<file path="src/rtl/xbar_tgt_credit_buffer.sv">
// Target-side receive buffer for one credit-mode crossbar output port.
// Stores pushed requests, presents them with valid/ready and returns one credit per freed entry.
module xbar_tgt_credit_buffer #(
  parameter int unsigned NumIn        = 4,
  parameter int unsigned DataWidth    = 32,
  parameter int unsigned NumCredits   = 2,
  localparam int unsigned IniAddrWidth = (NumIn > 1) ? $clog2(NumIn) : 1,
  localparam int unsigned UsageWidth   = $clog2(NumCredits + 1)
) (
  input  logic                    clk_i,
  input  logic                    rst_i,
  input  logic                    valid_i,
  output logic                    credit_o,
  input  logic [IniAddrWidth-1:0] ini_addr_i,
  input  logic [DataWidth-1:0]    data_i,
  output logic                    valid_o,
  input  logic                    ready_i,
  output logic [IniAddrWidth-1:0] ini_addr_o,
  output logic [DataWidth-1:0]    data_o,
  output logic [UsageWidth-1:0]   usage_o,
  output logic                    overflow_o
);

  // state | meaning
  // IDLE  | held in reset; no credits issued, leaves on the first edge after release
  // RUN   | normal operation; owed credits returned one per cycle

  if (NumCredits < 1 || NumCredits > 15) begin : g_bad_cfg
    $fatal(1, "xbar_tgt_credit_buffer: NumCredits must be within 1..15");
  end

  localparam int unsigned EntryWidth = IniAddrWidth + DataWidth;
  localparam int unsigned PtrWidth   = (NumCredits > 1) ? $clog2(NumCredits) : 1;
  localparam logic [UsageWidth-1:0] UsageMax = UsageWidth'(NumCredits);
  localparam logic [PtrWidth-1:0]   PtrLast  = PtrWidth'(NumCredits - 1);

  typedef enum logic {IDLE, RUN} state_e;

  state_e                  state_q, state_d;
  logic [EntryWidth-1:0]   mem_q [NumCredits];
  logic [PtrWidth-1:0]     rd_ptr_q, wr_ptr_q;
  logic [UsageWidth-1:0]   usage_q, owe_q;
  logic                    overflow_q;
  logic                    full, pop, push, drop;

  // Credits the crossbar currently holds; only feeds the circulation check below.
  logic [UsageWidth:0]     held_q;
  logic                    viol_q;

  function automatic logic [PtrWidth-1:0] ptr_inc(input logic [PtrWidth-1:0] p);
    return (p == PtrLast) ? '0 : p + PtrWidth'(1);
  endfunction

  always_ff @(posedge clk_i or posedge rst_i) begin
    if (rst_i) state_q <= IDLE;
    else       state_q <= state_d;
  end

  always_comb begin
    state_d = state_q;
    case (state_q)
      IDLE:    state_d = RUN;
      RUN:     state_d = RUN;
      default: state_d = IDLE;
    endcase
  end

  always_comb begin
    credit_o = 1'b0;
    if (state_q == RUN && owe_q != '0) credit_o = 1'b1;
  end

  assign full    = (usage_q == UsageMax);
  assign valid_o = (usage_q != '0);
  assign pop     = valid_o & ready_i;
  assign push    = valid_i & (~full | pop);
  assign drop    = valid_i & full & ~pop;

  always_ff @(posedge clk_i or posedge rst_i) begin
    if (rst_i) begin
      for (int i = 0; i < NumCredits; i++) mem_q[i] <= '0;
    end else if (push) begin
      mem_q[wr_ptr_q] <= {ini_addr_i, data_i};
    end
  end

  always_ff @(posedge clk_i or posedge rst_i) begin
    if (rst_i) begin
      rd_ptr_q   <= '0;
      wr_ptr_q   <= '0;
      usage_q    <= '0;
      owe_q      <= UsageMax;
      overflow_q <= 1'b0;
      held_q     <= '0;
      viol_q     <= 1'b0;
    end else begin
      if (push) wr_ptr_q <= ptr_inc(wr_ptr_q);
      if (pop)  rd_ptr_q <= ptr_inc(rd_ptr_q);
      case ({push, pop})
        2'b10:   usage_q <= usage_q + UsageWidth'(1);
        2'b01:   usage_q <= usage_q - UsageWidth'(1);
        default: usage_q <= usage_q;
      endcase
      case ({pop, credit_o})
        2'b10:   owe_q <= owe_q + UsageWidth'(1);
        2'b01:   owe_q <= owe_q - UsageWidth'(1);
        default: owe_q <= owe_q;
      endcase
      if (drop) overflow_q <= 1'b1;

      // A push with no credit outstanding breaks the credit loop; stop checking after that.
      if (valid_i && held_q == '0) viol_q <= 1'b1;
      case ({credit_o, valid_i && held_q != '0})
        2'b10:   held_q <= held_q + (UsageWidth+1)'(1);
        2'b01:   held_q <= held_q - (UsageWidth+1)'(1);
        default: held_q <= held_q;
      endcase

      assert (viol_q || ({1'b0, usage_q} + {1'b0, owe_q} + held_q) == (UsageWidth+1)'(NumCredits))
        else $error("xbar_tgt_credit_buffer: credit circulation broken");
      assert (!drop)
        else $warning("xbar_tgt_credit_buffer: push while full, entry dropped");
    end
  end

  assign {ini_addr_o, data_o} = mem_q[rd_ptr_q];
  assign usage_o    = usage_q;
  assign overflow_o = overflow_q;

endmodule

</file>
<file path="config.mk">
export PLATFORM = sky130hd
export DESIGN_NAME = xbar_tgt_credit_buffer
export DESIGN_NICKNAME = d
export VERILOG_FILES = /design/src/rtl/xbar_tgt_credit_buffer.sv
export SDC_FILE = /design/constraint.sdc
export NUM_CORES = 1
export LEC_CHECK = 0
export BUFFER_PORTS_ARGS = -buffer_cell sky130_fd_sc_hd__buf_4
export CELL_PAD_IN_SITES_DETAIL_PLACEMENT = 0
export CELL_PAD_IN_SITES_GLOBAL_PLACEMENT = 2
export CORE_MARGIN = 3
export CORE_UTILIZATION = 37
export CTS_CLUSTER_DIAMETER = 40
export CTS_CLUSTER_SIZE = 20
export DETAILED_ROUTE_END_ITERATION = 8
export PLACE_DENSITY_LB_ADDON = 0.15
export SYNTH_ARGS = -nofsm -noshare
export SYNTH_HDL_FRONTEND = slang
export SYNTH_SLANG_ARGS = --single-unit
</file>
<file path="constraint.sdc">
create_clock -name clk_i -period 3 [get_ports clk_i]
set_input_delay 0.3 -clock clk_i [delete_from_list [all_inputs] [get_ports clk_i]]
set_output_delay 0.3 -clock clk_i [all_outputs]
set_load 0.05 [all_outputs]
</file>
==> metrics.txt, run 1 <==
Post-DP HPWL 4643 µm; main flop type after synthesis dfrtp_1; critical path type reg2out; cell area after synthesis 3356 µm²; RSZ-0062 raised after global routing false; number of global-route vias before repair between 2000 and 2500; Die Wd about 100 µm; CP Capture Type primary output; Sink Count 76; register area share after synthesis 56.71%; Ys Warns 0; Die Y slightly above 100 µm; drt pass-1 iters 4; synth unique cells 27; Nets 340; GRT overflow 0; drc violations 0; crit start category register; sum of negative setup slack 0 ns; Max Slew Vio Count 0; Critical Path AT 1.81 ns; num ports 77; fraction of layout cells with a size suffix above 1 67.54%; crit path cell chain buf_12 -> mux2_2 -> buf_4; Vias/cell 4.792; Final Setup Violations 0; starting density of the core 38.29%; hold slack about 0.18 ns; ys async rst share 100.0%; Final ANT Viol Nets 0; share of the synthesized area in the top cell type between 50% and 60%; # hold bufs at CTS 1; Setup Fix Bufs, Post-CTS 0; fin util roughly half; vias after detailed routing 1979; synth top area cells dfrtp_1 56%, mux2_2 34%, buf_6 1.7%, xnor2_1 1.0%, dfstp_2 0.78%; cts repair resizes 0; H-tree levels 3; clock skew between 0.01 and 0.015 ns; Root Driver clkbuf_8; Worst Max-Slew Pin Slew 0.5041 ns; area delta synth->final 27.29%; crit path max-delay cell type dfrtp_1; synth cell count leaders 101 x mux2_2, 75 x dfrtp_1, 5 x buf_6; crit share post-route between 70% and 80%; placer congestion estimate 0.7161; Slew Limit Headroom 66.39%; Net Count, Synth 256; I/O Buffers 76; CTS tree yes; Mean Syn Cell Area 15.46 µm²; Core ar. 8763 µm²; first-pass GRT wire length ~11000 µm; Tmin final roughly 2.1 ns; n_diodes 0; die area about 10000 µm²; all-layer global routing usage 14.25%; Synth area leader dfrtp_1; Routed WL 6790 µm; TritonCTS Buffers 9; Crit path largest cell delay around 0.63 ns; Fin. Hold Viols 0; Clock Path Buffers 2; worst hold path class in2reg; MaxCap Viol Count 0; DRT iter0 DRCs 47; drt wl/cell 16.44 µm; status finished, final reports clean; row cnt 34; most common cell in the synthesized netlist mux2_2; initial antenna violation count 0; Yosys reg bits 76; CP max FO 26; Syn Inst Count roughly 220; largest net degree at the start of global routing 35; required time worst endpoint 2.70 ns; Post-synth EDFFs 0; clk slew on worst S/H paths 0.08 ns; Max Clock Freq 474.3 MHz; Clock Latency Late Sink 0.35 ns
[per-stage QoR]
step / setup WS, ns / std cells / area [µm²]
after CTS: 0.8470 / 413 / 4272
after detailed placement: 1.241 / 397 / 4038
after global routing: 0.7745 / 413 / 4272
after floorplan: 0.7633 / 217 / 3356
final: 0.8917 / 413 / 4272
after global placement: 1.240 / 397 / 4038
[cell usage in the layout (no fill, tap or decap), types with 2 or more instances in the layout]
| cell type | count |
|---|---|
| dfrtp_1 | 75 |
| inv_1 | 3 |
| buf_4 | 81 |
| a21oi_1 | 2 |
| mux2_2 | 101 |
| nand2b_1 | 2 |
| clkinv_2 | 2 |
| clkbuf_8 | 11 |
| nand2_1 | 2 |
| xnor2_1 | 4 |
| mux2_1 | 2 |
| bufinv_16 | 2 |
[per-layer routing]
layer	GRT usage, %	vias to the layer above	wire [µm]
li1	-	935	-
met1	19.98	985	3223
met2	20.98	47	3082
met4	6.748	0	146
met3	3.168	12	338
met5	0	-	0
[final timing paths]
check / end / slack (ns) / depth (start not counted) / startpoint
max reg2reg: mem_q[23] / 1.24 / 4 / usage_o[1]
max in group asynchronous: mem_q[59] / 1.72 / 4 / rst_i
min reg2reg: mem_q[35] / 0.49 / 1 / mem_q[35]
max: ini_addr_o[0] / 0.89 / 3 / rd_ptr_q
min: mem_q[34] / 0.18 / 2 / data_i[0]
min in group asynchronous: mem_q[2] / 0.52 / 3 / rst_i
[layout make-up]
cell class / count / area (µm²)
Clock buffer: 11 / 151.4
Clock inverter: 4 / 72.57
Fill cell: 788 / 4492
Inverter: 4 / 16.27
Multi-Input combinational cell: 127 / 1355
Sequential cell: 76 / 1903
Tap cell: 108 / 135.1
Timing Repair Buffer: 83 / 638.1
[critical path, delay by kind of cell (launching register included)]
kind / cells / cell delay, ns
buffers and inverters: 2 / 0.45
flip-flops: 1 / 0.63
multiplexers: 1 / 0.36
[logic make-up after synthesis]
family                   after synthesis  share of synthesized area (%)
XOR/XNOR                               5                          1.305
AO/OA/AOI/OAI                          5                          1.007
AND/OR/NAND/NOR                       11                          2.573
other                                  1                         0.1117
multiplexers                         104                          34.86
flip-flops                            76                          56.71
buffers and inverters                 14                          3.057
adder cells (fa/ha/maj)                1                         0.3728
[registers in the layout (all words and copies together), names as in the netlist]
register	count
overflow_o	1
usage_o	2
mem_q	68
owe_q	2
state_q	1
rd_ptr_q	1
wr_ptr_q	1
Power of run 1 is left out: the tool's default activity adds up to more than one toggle a clock period on the data nets, which glitch-free logic cannot reach.
==> inputs of run 2 (changes only) <==
--- a/config.mk
+++ b/config.mk
@@ -5,11 +5,12 @@
 export SDC_FILE = /design/constraint.sdc
 export NUM_CORES = 1
 export LEC_CHECK = 0
+export ABC_AREA = 1
 export BUFFER_PORTS_ARGS = -buffer_cell sky130_fd_sc_hd__buf_4
 export CELL_PAD_IN_SITES_DETAIL_PLACEMENT = 0
 export CELL_PAD_IN_SITES_GLOBAL_PLACEMENT = 2
 export CORE_MARGIN = 3
-export CORE_UTILIZATION = 37
+export CORE_UTILIZATION = 32
 export CTS_CLUSTER_DIAMETER = 40
 export CTS_CLUSTER_SIZE = 20
 export DETAILED_ROUTE_END_ITERATION = 8
==> constraint.sdc (replaced) <==
create_clock -name clk_i -period 2.19 [get_ports clk_i]
set_input_delay 0.219 -clock clk_i [delete_from_list [all_inputs] [get_ports clk_i]]
set_output_delay 0.219 -clock clk_i [all_outputs]
set_load 0.05 [all_outputs]
==> metrics.txt, run 2 <==
cell area after synthesis 3530 µm²; Die Y 111.0 µm; Die Wd 111.0 µm; vias after detailed routing 2814; synth cell count leaders 139 x nand2_1, 83 x o21ai_0, 75 x dfrtp_1; share of the synthesized area in the top cell type between 50% and 60%; Design Power between 8 and 9 mW; Final Setup Violations 0; all-layer global routing usage between 10 and 15%; num ports 77; area delta synth->final 26.37%; Post-DP HPWL about 5500 µm; drt pass-1 iters 4; Clock Latency Late Sink 0.34 ns; Tmin final 2.027 ns; largest net degree at the start of global routing 37; critical path type reg2out; cts repair resizes 0; Buf/Inv on CP 2; Net Count, Synth between 400 and 500; required time worst endpoint 1.97 ns; row cnt 37; n_diodes 0; CTS tree yes; clock skew 0.005611 ns; Max Clock Freq 493.3 MHz; worst hold path class in2reg; number of global-route vias before repair roughly 2800; Max Slew Vio Count 0; TritonCTS Buffers 9; Largest register FFs 68; CP max FO 36; CP Capture Type primary output; Mean Syn Cell Area slightly below 9 µm²; first-pass GRT wire length ~14000 µm; status finished, final reports clean; MaxCap Viol Count 0; Crit path depth 4; drt wl/cell 13.43 µm; Slew Limit Headroom 57.12%; synth top area cells dfrtp_1 53%, nand2_1 15%, o21ai_0 12%, o21ai_2 5.0%, inv_1 4.3%; crit path cell chain buf_12 -> nand2_1 -> o21ai_0 -> buf_4; clk slew on worst S/H paths 0.08 ns; Top reg by flops mem_q; Nets 518; sum of negative setup slack 0 ns; Crit path largest cell delay between 0.7 and 0.8 ns; CP top delay family flip-flops; Core ar. 10510 µm²; I/O Buffers 76; register area share after synthesis 53.92%; WHS Path Cells 3; ys async rst share 100.0%; placer congestion estimate between 0.7 and 0.8; RSZ-0062 raised after global routing false; Setup Fix Bufs, Post-CTS 0; dpl ws 0.5127 ns; initial antenna violation count 0; most common cell in the synthesized netlist nand2_1; Synth area leader dfrtp_1; synth unique cells 27; commonest non-fill, non-tap cell in the layout nand2_1; Placed Area 4213 µm²; most frequent cells in the layout 139 x nand2_1, 83 x o21ai_0, 80 x buf_4, 74 x dfrtp_1, 39 x inv_1; Worst Max-Slew Pin Slew about 0.64 ns; H-tree levels 3; Post-synth EDFFs 0; Sink Count 76; Routed WL 8316 µm; Final ANT Viol Nets 0; Vias/cell 4.546; Worst VDD drop 0.8810 mV; r2r worst-path depth 6; Root Driver clkbuf_8; Fin. Hold Viols 0; die area around 12000 µm²; P_leak ~2.2 nW; drc violations 0; Clock Path Buffers 2; GRT overflow 0; Critical Path AT between 1.5 and 2 ns; Yosys reg bits 76; pwr dens 1837 nW/µm²; crit start category register; crit path max-delay cell type dfrtp_2; Syn Inst Count 408; Design Area, Final 4461 µm²; setup ws final 0.1629 ns; fraction of layout cells with a size suffix above 1 27.33%; crit share post-route 92.56%; starting density of the core about a third; # hold bufs at CTS 1; DRT iter0 DRCs between 100 and 150; Ys Warns 0; main flop type after synthesis dfrtp_1
-- run 2: area by class of cell --
cell class                      count  area [µm²]
Fill cell                        1074        6048
Multi-Input combinational cell    268        1326
Tap cell                          136       170.2
Inverter                           40       151.4
Clock inverter                      5       100.1
Sequential cell                    76        1904
Clock buffer                       10       137.6
Timing Repair Buffer               84       670.6
-- run 2: per-layer routing --
metal	vias to the layer above	track usage [%]	wire length, µm
met2	58	21.72	3898
met5	-	0	0
met3	15	3.657	372
met1	1319	19.00	3885
met4	0	5.353	161
li1	1422	-	-
-- run 2: through the flow --
stage	hold slack (ns)	cells	utilization, %
2_1_floorplan	0.3278	408	-
3_3_place_gp	0.3244	603	40.09
3_5_place_dp	0.3072	603	40.09
4_1_cts	0.06368	619	42.45
5_1_grt	0.06380	619	42.45
6_report	0.08266	619	42.45
-- run 2: final timing paths --
kind | start | to | slack (ns)
worst max-delay path | rd_ptr_q | data_o[31] | 0.16
worst min-delay path | data_i[22] | mem_q[22] | 0.08
worst max register to register | usage_o[0] | mem_q[61] | 0.52
worst min register to register | overflow_o | overflow_o | 0.48
max in group asynchronous | rst_i | mem_q[48] | 1.05
min in group asynchronous | rst_i | mem_q[42] | 0.47
-- run 2: logic make-up after synthesis --
kind of cell    share of synthesized area (%)
xor+xnor                               0.7446
other cells                            0.1062
compound gates                          17.65
simple gates                            18.72
flops                                   53.92
buf+inv                                 8.507
fa+ha+maj                              0.3544
-- run 2: worst register-to-register path: cells and delay by family (launching register included) --
kind	cells	cell delay (ns)
and+or+nand+nor	4	0.70
DFF	1	0.47
buffers and inverters	1	0.26
AOI/OAI and AO/OA	1	0.12
-- run 2: power breakdown --
part	total, mW	switching, mW	internal [mW]
clock network	1.28	0.502	0.778
logic	4.45	3.12	1.33
registers	2.46	0.389	2.07
(Power assumes the default switching activity.)
